## src/rtl/hazard_forward_unit_if.sv

```systemverilog
// Bundle between the decode/execute stages and the hazard/forwarding unit.
// The master side (pipeline) presents the decoded ID instruction and the
// EX branch outcome. The slave side (hazard unit) returns the operand
// selects and the pipeline control strobes.
interface hazard_forward_unit_if #(
   parameter int REG_ADDR_W = 3
);
   // Decoded instruction currently in ID
   logic                  id_valid;
   logic [REG_ADDR_W-1:0] id_rs1;
   logic [REG_ADDR_W-1:0] id_rs2;
   logic [REG_ADDR_W-1:0] id_rd;
   logic                  id_reg_write;
   logic                  id_mem_read;
   // Branch resolution from EX
   logic                  ex_branch_taken;
   // Registered operand selects, valid while the instruction is in EX
   logic [1:0]            forward_a;
   logic [1:0]            forward_b;
   logic [1:0]            forward_al;
   logic [1:0]            forward_bl;
   logic                  result_src_mem;
   // Pipeline control, combinational from current state and inputs
   logic                  stall_if_id;
   logic                  bubble_id_ex;
   logic                  flush_if_id;
   logic                  flush_id_ex;

   modport master (
      output id_valid, id_rs1, id_rs2, id_rd, id_reg_write, id_mem_read,
             ex_branch_taken,
      input  forward_a, forward_b, forward_al, forward_bl, result_src_mem,
             stall_if_id, bubble_id_ex, flush_if_id, flush_id_ex
   );

   modport slave (
      input  id_valid, id_rs1, id_rs2, id_rd, id_reg_write, id_mem_read,
             ex_branch_taken,
      output forward_a, forward_b, forward_al, forward_bl, result_src_mem,
             stall_if_id, bubble_id_ex, flush_if_id, flush_id_ex
   );
endinterface

```

## src/rtl/hazard_forward_unit.sv

```systemverilog
// Hazard detection and forwarding control for the 8-bit pipelined core.
// Tracks the destinations of the instructions in EX and MEM, registers the
// operand selects for the instruction entering EX, and raises load-use
// stalls and taken-branch flushes through a three-state controller.
// A producer that has reached WB is not tracked: the register file is
// write-through, so the ID read already sees that value.
module hazard_forward_unit #(
   parameter int REG_ADDR_W   = 3,
   parameter int FLUSH_CYCLES = 2,
   parameter int ZERO_REG_EN  = 1
) (
   input logic                  clk,
   input logic                  reset,
   hazard_forward_unit_if.slave hif
);

   typedef struct packed {
      logic                  valid;
      logic [REG_ADDR_W-1:0] rd;
      logic                  reg_write;
      logic                  mem_read;
   } entry_t;

   typedef enum logic [1:0] {
      ST_RUN        = 2'd0,
      ST_LOAD_STALL = 2'd1,
      ST_FLUSH      = 2'd2
   } state_t;

   localparam entry_t ENTRY_EMPTY = '{valid: 1'b0, rd: {REG_ADDR_W{1'b0}},
                                      reg_write: 1'b0, mem_read: 1'b0};
   // Cycles spent in ST_FLUSH after the branch cycle itself
   localparam logic [2:0] FLUSH_LOAD = 3'(FLUSH_CYCLES - 1);
   // With a one-cycle flush the branch cycle alone covers it
   localparam bit USE_FLUSH_ST = (FLUSH_CYCLES > 1);

   // True when entry e will supply the value of source register s
   function automatic logic producer_match(input entry_t e,
                                           input logic [REG_ADDR_W-1:0] s);
      logic zero_src;
      zero_src = (ZERO_REG_EN != 0) && (s == {REG_ADDR_W{1'b0}});
      return e.valid && e.reg_write && (e.rd == s) && !zero_src;
   endfunction

   // Returns {producer_is_load, select}; the younger EX producer wins
   function automatic logic [2:0] fwd_select(input logic [REG_ADDR_W-1:0] s,
                                             input entry_t ex_e,
                                             input entry_t mem_e);
      logic [2:0] sel;
      if (producer_match(ex_e, s)) begin
         sel = {ex_e.mem_read, 2'b10};
      end else if (producer_match(mem_e, s)) begin
         sel = {mem_e.mem_read, 2'b01};
      end else begin
         sel = 3'b000;
      end
      return sel;
   endfunction

   entry_t     ex_e_r;
   entry_t     mem_e_r;
   state_t     state_r;
   logic [2:0] cnt_r;
   logic [1:0] fwd_a_r;
   logic [1:0] fwd_b_r;
   logic [1:0] fwd_al_r;
   logic [1:0] fwd_bl_r;
   logic       rsm_r;

   logic [2:0] sel_a_s;
   logic [2:0] sel_b_s;
   logic       load_use_s;
   logic       flush_s;
   logic       stall_s;
   logic       capture_s;
   entry_t     id_e_s;

   // Hazard detection and forward-select computation for the ID instruction
   always_comb begin
      sel_a_s    = 3'b000;
      sel_b_s    = 3'b000;
      load_use_s = 1'b0;
      flush_s    = 1'b0;
      stall_s    = 1'b0;
      capture_s  = 1'b0;
      id_e_s     = '{valid: hif.id_valid, rd: hif.id_rd,
                     reg_write: hif.id_reg_write, mem_read: hif.id_mem_read};

      sel_a_s = fwd_select(hif.id_rs1, ex_e_r, mem_e_r);
      sel_b_s = fwd_select(hif.id_rs2, ex_e_r, mem_e_r);

      if ((state_r == ST_RUN) && hif.id_valid && ex_e_r.mem_read &&
          (producer_match(ex_e_r, hif.id_rs1) ||
           producer_match(ex_e_r, hif.id_rs2))) begin
         load_use_s = 1'b1;
      end else begin
         load_use_s = 1'b0;
      end

      if (reset) begin
         flush_s = 1'b0;
         stall_s = 1'b0;
      end else begin
         flush_s = hif.ex_branch_taken || (state_r == ST_FLUSH);
         // A taken branch squashes the consumer, so no stall is needed
         stall_s = load_use_s && !flush_s;
      end

      capture_s = hif.id_valid && !flush_s && !stall_s;
   end

   // Stage tracking and registered operand selects, advanced every edge
   always_ff @(posedge clk or posedge reset) begin
      if (reset) begin
         ex_e_r   <= ENTRY_EMPTY;
         mem_e_r  <= ENTRY_EMPTY;
         fwd_a_r  <= 2'b00;
         fwd_b_r  <= 2'b00;
         fwd_al_r <= 2'b00;
         fwd_bl_r <= 2'b00;
         rsm_r    <= 1'b0;
      end else begin
         mem_e_r <= ex_e_r;
         if (capture_s) begin
            ex_e_r   <= id_e_s;
            fwd_a_r  <= sel_a_s[2] ? 2'b00 : sel_a_s[1:0];
            fwd_al_r <= sel_a_s[2] ? sel_a_s[1:0] : 2'b00;
            fwd_b_r  <= sel_b_s[2] ? 2'b00 : sel_b_s[1:0];
            fwd_bl_r <= sel_b_s[2] ? sel_b_s[1:0] : 2'b00;
            rsm_r    <= sel_a_s[2] | sel_b_s[2];
         end else begin
            // Bubble, squashed or stalled slot: nothing to forward
            ex_e_r   <= ENTRY_EMPTY;
            fwd_a_r  <= 2'b00;
            fwd_b_r  <= 2'b00;
            fwd_al_r <= 2'b00;
            fwd_bl_r <= 2'b00;
            rsm_r    <= 1'b0;
         end
      end
   end

   // Run / load-stall / flush controller with the flush down-counter
   always_ff @(posedge clk or posedge reset) begin
      if (reset) begin
         state_r <= ST_RUN;
         cnt_r   <= 3'd0;
      end else begin
         case (state_r)
            ST_RUN: begin
               if (hif.ex_branch_taken) begin
                  state_r <= USE_FLUSH_ST ? ST_FLUSH : ST_RUN;
                  cnt_r   <= USE_FLUSH_ST ? FLUSH_LOAD : 3'd0;
               end else if (load_use_s) begin
                  state_r <= ST_LOAD_STALL;
                  cnt_r   <= 3'd0;
               end else begin
                  state_r <= ST_RUN;
                  cnt_r   <= 3'd0;
               end
            end
            ST_LOAD_STALL: begin
               if (hif.ex_branch_taken) begin
                  state_r <= USE_FLUSH_ST ? ST_FLUSH : ST_RUN;
                  cnt_r   <= USE_FLUSH_ST ? FLUSH_LOAD : 3'd0;
               end else begin
                  state_r <= ST_RUN;
                  cnt_r   <= 3'd0;
               end
            end
            ST_FLUSH: begin
               if (hif.ex_branch_taken) begin
                  state_r <= ST_FLUSH;
                  cnt_r   <= FLUSH_LOAD;
               end else if (cnt_r <= 3'd1) begin
                  state_r <= ST_RUN;
                  cnt_r   <= 3'd0;
               end else begin
                  state_r <= ST_FLUSH;
                  cnt_r   <= cnt_r - 3'd1;
               end
            end
            default: begin
               state_r <= ST_RUN;
               cnt_r   <= 3'd0;
            end
         endcase
      end
   end

   assign hif.forward_a      = fwd_a_r;
   assign hif.forward_b      = fwd_b_r;
   assign hif.forward_al     = fwd_al_r;
   assign hif.forward_bl     = fwd_bl_r;
   assign hif.result_src_mem = rsm_r;
   assign hif.stall_if_id    = stall_s;
   assign hif.bubble_id_ex   = stall_s;
   assign hif.flush_if_id    = flush_s;
   assign hif.flush_id_ex    = flush_s;

endmodule

```

## src/flat_wrapper.sv

```systemverilog
// flat-port wrapper written by rule: the top's interface ports become plain ports
module hazard_forward_unit_flat 
#(
   parameter int REG_ADDR_W   = 3,
   parameter int FLUSH_CYCLES = 2,
   parameter int ZERO_REG_EN  = 1
)
  (clk, reset, hif_id_valid, hif_id_rs1, hif_id_rs2, hif_id_rd, hif_id_reg_write, hif_id_mem_read, hif_ex_branch_taken, hif_forward_a, hif_forward_b, hif_forward_al, hif_forward_bl, hif_result_src_mem, hif_stall_if_id, hif_bubble_id_ex, hif_flush_if_id, hif_flush_id_ex);
  hazard_forward_unit_if #(.REG_ADDR_W(REG_ADDR_W)) hif_i ();
  input logic clk;
  input logic reset;
  input wire logic [$bits(hif_i.id_valid)-1:0] hif_id_valid;
  input wire logic [$bits(hif_i.id_rs1)-1:0] hif_id_rs1;
  input wire logic [$bits(hif_i.id_rs2)-1:0] hif_id_rs2;
  input wire logic [$bits(hif_i.id_rd)-1:0] hif_id_rd;
  input wire logic [$bits(hif_i.id_reg_write)-1:0] hif_id_reg_write;
  input wire logic [$bits(hif_i.id_mem_read)-1:0] hif_id_mem_read;
  input wire logic [$bits(hif_i.ex_branch_taken)-1:0] hif_ex_branch_taken;
  output wire logic [$bits(hif_i.forward_a)-1:0] hif_forward_a;
  output wire logic [$bits(hif_i.forward_b)-1:0] hif_forward_b;
  output wire logic [$bits(hif_i.forward_al)-1:0] hif_forward_al;
  output wire logic [$bits(hif_i.forward_bl)-1:0] hif_forward_bl;
  output wire logic [$bits(hif_i.result_src_mem)-1:0] hif_result_src_mem;
  output wire logic [$bits(hif_i.stall_if_id)-1:0] hif_stall_if_id;
  output wire logic [$bits(hif_i.bubble_id_ex)-1:0] hif_bubble_id_ex;
  output wire logic [$bits(hif_i.flush_if_id)-1:0] hif_flush_if_id;
  output wire logic [$bits(hif_i.flush_id_ex)-1:0] hif_flush_id_ex;
  assign hif_i.id_valid = hif_id_valid;
  assign hif_i.id_rs1 = hif_id_rs1;
  assign hif_i.id_rs2 = hif_id_rs2;
  assign hif_i.id_rd = hif_id_rd;
  assign hif_i.id_reg_write = hif_id_reg_write;
  assign hif_i.id_mem_read = hif_id_mem_read;
  assign hif_i.ex_branch_taken = hif_ex_branch_taken;
  assign hif_forward_a = hif_i.forward_a;
  assign hif_forward_b = hif_i.forward_b;
  assign hif_forward_al = hif_i.forward_al;
  assign hif_forward_bl = hif_i.forward_bl;
  assign hif_result_src_mem = hif_i.result_src_mem;
  assign hif_stall_if_id = hif_i.stall_if_id;
  assign hif_bubble_id_ex = hif_i.bubble_id_ex;
  assign hif_flush_if_id = hif_i.flush_if_id;
  assign hif_flush_id_ex = hif_i.flush_id_ex;
  hazard_forward_unit #(.REG_ADDR_W(REG_ADDR_W), .FLUSH_CYCLES(FLUSH_CYCLES), .ZERO_REG_EN(ZERO_REG_EN)) u_core (.clk(clk), .reset(reset), .hif(hif_i));
endmodule
```

## config.mk

```make
export PLATFORM = sky130hd
export DESIGN_NAME = hazard_forward_unit_flat
export DESIGN_NICKNAME = d
export VERILOG_FILES = /design/src/rtl/hazard_forward_unit_if.sv /design/src/rtl/hazard_forward_unit.sv /design/src/flat_wrapper.sv
export SDC_FILE = /design/constraint.sdc
export NUM_CORES = 1
export LEC_CHECK = 0
export BUFFER_PORTS_ARGS = -buffer_cell sky130_fd_sc_hd__buf_2
export CORE_ASPECT_RATIO = 0.9
export CORE_MARGIN = 4
export CORE_UTILIZATION = 55
export DETAILED_ROUTE_END_ITERATION = 10
export PLACE_DENSITY = 0.82
export SYNTH_ARGS = -nofsm -noshare
export SYNTH_HDL_FRONTEND = slang
export SYNTH_SLANG_ARGS = --single-unit
```

## constraint.sdc

```tcl
create_clock -name clk -period 3.7 [get_ports clk]
set_input_delay 0.185 -clock clk [delete_from_list [all_inputs] [get_ports clk]]
set_output_delay 0.185 -clock clk [all_outputs]
set_load 0.05 [all_outputs]
```

==> results by group <==
CTS
  • Root buffer selected by CTS: clkbuf_4
  • Clk slew on worst S/H paths: 0.12 ns
  • Post-CTS setup buffer count: 0
  • Hold buffer count at cts: 0
  • CTS max path bufs: 2
  • Clock latency on the worst-skew pair: 0.32 ns
  • Clock Sinks: 26
  • Cts repair resizes: 0
  • CTS tree: done
  • H-tree levels: 1
  • CTS buffer count: 3

Finish
  • Ant diodes: 0
  • Fin util: between 60% and 70%
  • Total Nets Final: 153
  • Layout area overhead: 13.3%
  • Ratio of cells with drive above 1 in the final layout: 25.4%

STA
  • Max Clk Rate: 0.382 GHz
  • Worst relative slew slack: between 30% and 40%
  • Fin crit period: 2.62 ns
  • Clk_skew: 0.00555 ns
  • Hold WS: 0.0644 ns
  • Final setup viols: 0
  • Worst-margin pin slew: 0.977 ns
  • RSZ-0062 raised after global routing: false
  • Slew Viols, Final: 0
  • Final hold viol count: 0
  • Setup_tns: 0 ns
  • Final period utilization: 70.7%

Yosys
  • Library cells used by synthesis: 32
  • Mapped cell area: 1180 sq um
  • Syn Area/Cell: 10.9 sq um
  • Flops & latches, synth: 26
  • Mapped Cells: approximately 110
  • Syn Nets: 125
  • Share of the yosys chip area belonging to registers: 55.1%
  • YS warnings: 0

Floorplan
  • Rows: 15
  • Die height: roughly 52 um
  • Die area: 2950 sq um
  • Initial core utilization: 59.9%
  • Core Area: 1970 sq um
  • IO Pins: 28
  • Die Wd: 56.8 um

Min path
  • Hold Crit Class: input pin to flip-flop

Route
  • Vias: 856
  • Vias per inst: approximately 5.4
  • WL/cell: 14.0 um
  • Total wire length: 2.22 mm
  • Routed Antenna Nets: 0
  • Drt pass-1 iters: 4
  • Initial DRC Count: 29
  • DR DRC count: 0

Global route
  • Pin count of the biggest net entering global routing: 28
  • Grt total ovfl: 0
  • First-pass GRT wire length: ~3.8 mm
  • Antenna violations before repair: 0
  • Vias in the first global route: 819
  • Overall Global Routing Usage: approximately 17%

Place
  • IO Port Bufs: 27
  • Detailed Place HPWL: 1.75 mm
  • Gp weighted congestion: slightly below 0.8

Pwr
  • Power per cell area: 368 nW/um^2
  • Leakage: 0.688 nW
  • Final Power: 493 uW
  • Worst VDD drop: 0.316 mV

Worst setup path
  • Crit Path Class: flip-flop to output pin
  • Critical path capture point type: output pin
  • Arrival time at the worst endpoint: 2.43 ns
  • CP max FO: 6
  • WP data required: approximately 3.5 ns
  • Crit start category: flip-flop

Flow run
  • Max cap viols: 0

Outcome
  • Status: finished, final reports clean
==> metal layers <==
layer / track usage [%] / vias to the layer above / routed length (um)
met5: 0 / - / 0
met4: 5.79 / 0 / 22
met3: 4.96 / 4 / 177
met2: 29.2 / 37 / 1080
met1: 21.5 / 398 / 947
li1: - / 417 / -
==> Yosys cell counts <==
cell	instances	area, sq um
a21boi_0	1	7.51
and2_1	5	31.3
or3_1	1	6.26
a211oi_4	1	20.0
inv_4	1	6.26
o21ai_0	3	15.0
nor3b_1	4	30.0
a2111oi_0	1	8.76
inv_1	4	15.0
nand2_1	9	33.8
and3_1	6	37.5
nand3_1	1	5.00
a21oi_1	6	30.0
or2_4	1	8.76
xnor2_1	6	52.6
nor2b_1	1	6.26
nand2b_1	1	6.26
nor3_1	5	25.0
buf_6	1	11.3
o31ai_1	1	7.51
dfrtp_1	26	651
o2111ai_1	1	8.76
ha_1	2	25.0
or3b_1	1	8.76
buf_4	2	15.0
or4_4	1	11.3
buf_2	1	5.00
o21a_1	2	15.0
nor2_1	7	26.3
o211a_1	1	10.0
xor2_1	4	35.0
or2_1	1	6.26
==> cells by family (layout without fill, tap and decap cells) <==
group	count (synthesis)	in the layout	share of synthesized area [%]
AO/OA/AOI/OAI	17	17	10.4
XOR/XNOR	10	10	7.41
adder cells (fa/ha/maj)	2	2	2.12
flip-flops	26	26	55.1
AND/OR/NAND/NOR	44	44	20.6
buffers and inverters	9	35	4.45
==> critical path, stage by stage (launching register included) <==
cell      delay [ns]
dfrtp_1         0.47
xor2_1          0.19
or4_4           0.54
or2_4           0.30
a211oi_4        0.29
buf_2           0.33
==> per-stage QoR <==
step                      instance area (sq um)  setup slack, ns  instances
final                                      1340             1.08        159
after detailed placement                   1320             1.30        156
after floorplan                            1180             1.10        108
after global routing                       1340            0.982        159
after CTS                                  1340             1.09        159
after global placement                     1320             1.41        156
==> layout by cell type, fill, tap and decap left out, drive strengths merged, types with 2 or more instances in the layout <==
master  netlist  layout
inv           5       5
dfrtp        26      26
nor3          5       5
or2           2       2
nor3b         4       4
and2          5       5
ha            2       2
buf           4      27
and3          6       6
xor2          4       4
o21ai         3       3
nor2          7       7
clkbuf        0       3
xnor2         6       6
o21a          2       2
nand2         9       9
a21oi         6       6
==> cell type report <==
class	count	area, sq um
sequential	26	651
fill	147	632
multi-input combinational	73	478
timing repair buffer	27	135
tap	25	31.3
clock buffer	3	22.5
inverter	5	21.3
==> state kept, by name (all words and copies together) (netlist names) <==
name	flops
u_core.hif.forward_bl	2
u_core.hif.forward_b	2
u_core.state_r	2
u_core.cnt_r	3
u_core.hif.forward_a	2
u_core.mem_e_r	6
u_core.hif.forward_al	2
u_core.hif.result_src_mem	1
u_core.ex_e_r	6
==> worst paths after layout <==
check,cells after the start,to,from,slack [ns]
worst max-delay path,5,hif_stall_if_id,u_core.ex_e_r[4]$_DFF_PP0_,1.08
worst min register to register,0,u_core.mem_e_r[1]$_DFF_PP0_,u_core.ex_e_r[1]$_DFF_PP0_,0.44
worst min-delay path,2,u_core.ex_e_r[2]$_DFF_PP0_,hif_id_rd[0],0.06
min in group asynchronous,2,u_core.cnt_r[1]$_DFF_PP0_,reset,0.12
worst max register to register,7,u_core.hif.forward_bl[0]$_DFF_PP0_,u_core.ex_e_r[4]$_DFF_PP0_,1.27
max in group asynchronous,2,u_core.mem_e_r[5]$_DFF_PP0_,reset,2.99
==> power by group <==
group / internal (mW) / switching [mW]
registers: 0.296 / 0.0115
logic: 0.0295 / 0.0424
clock network: 0.0382 / 0.0751
total: 0.364 / 0.129
Note: power is estimated with default switching activity, not from simulation.
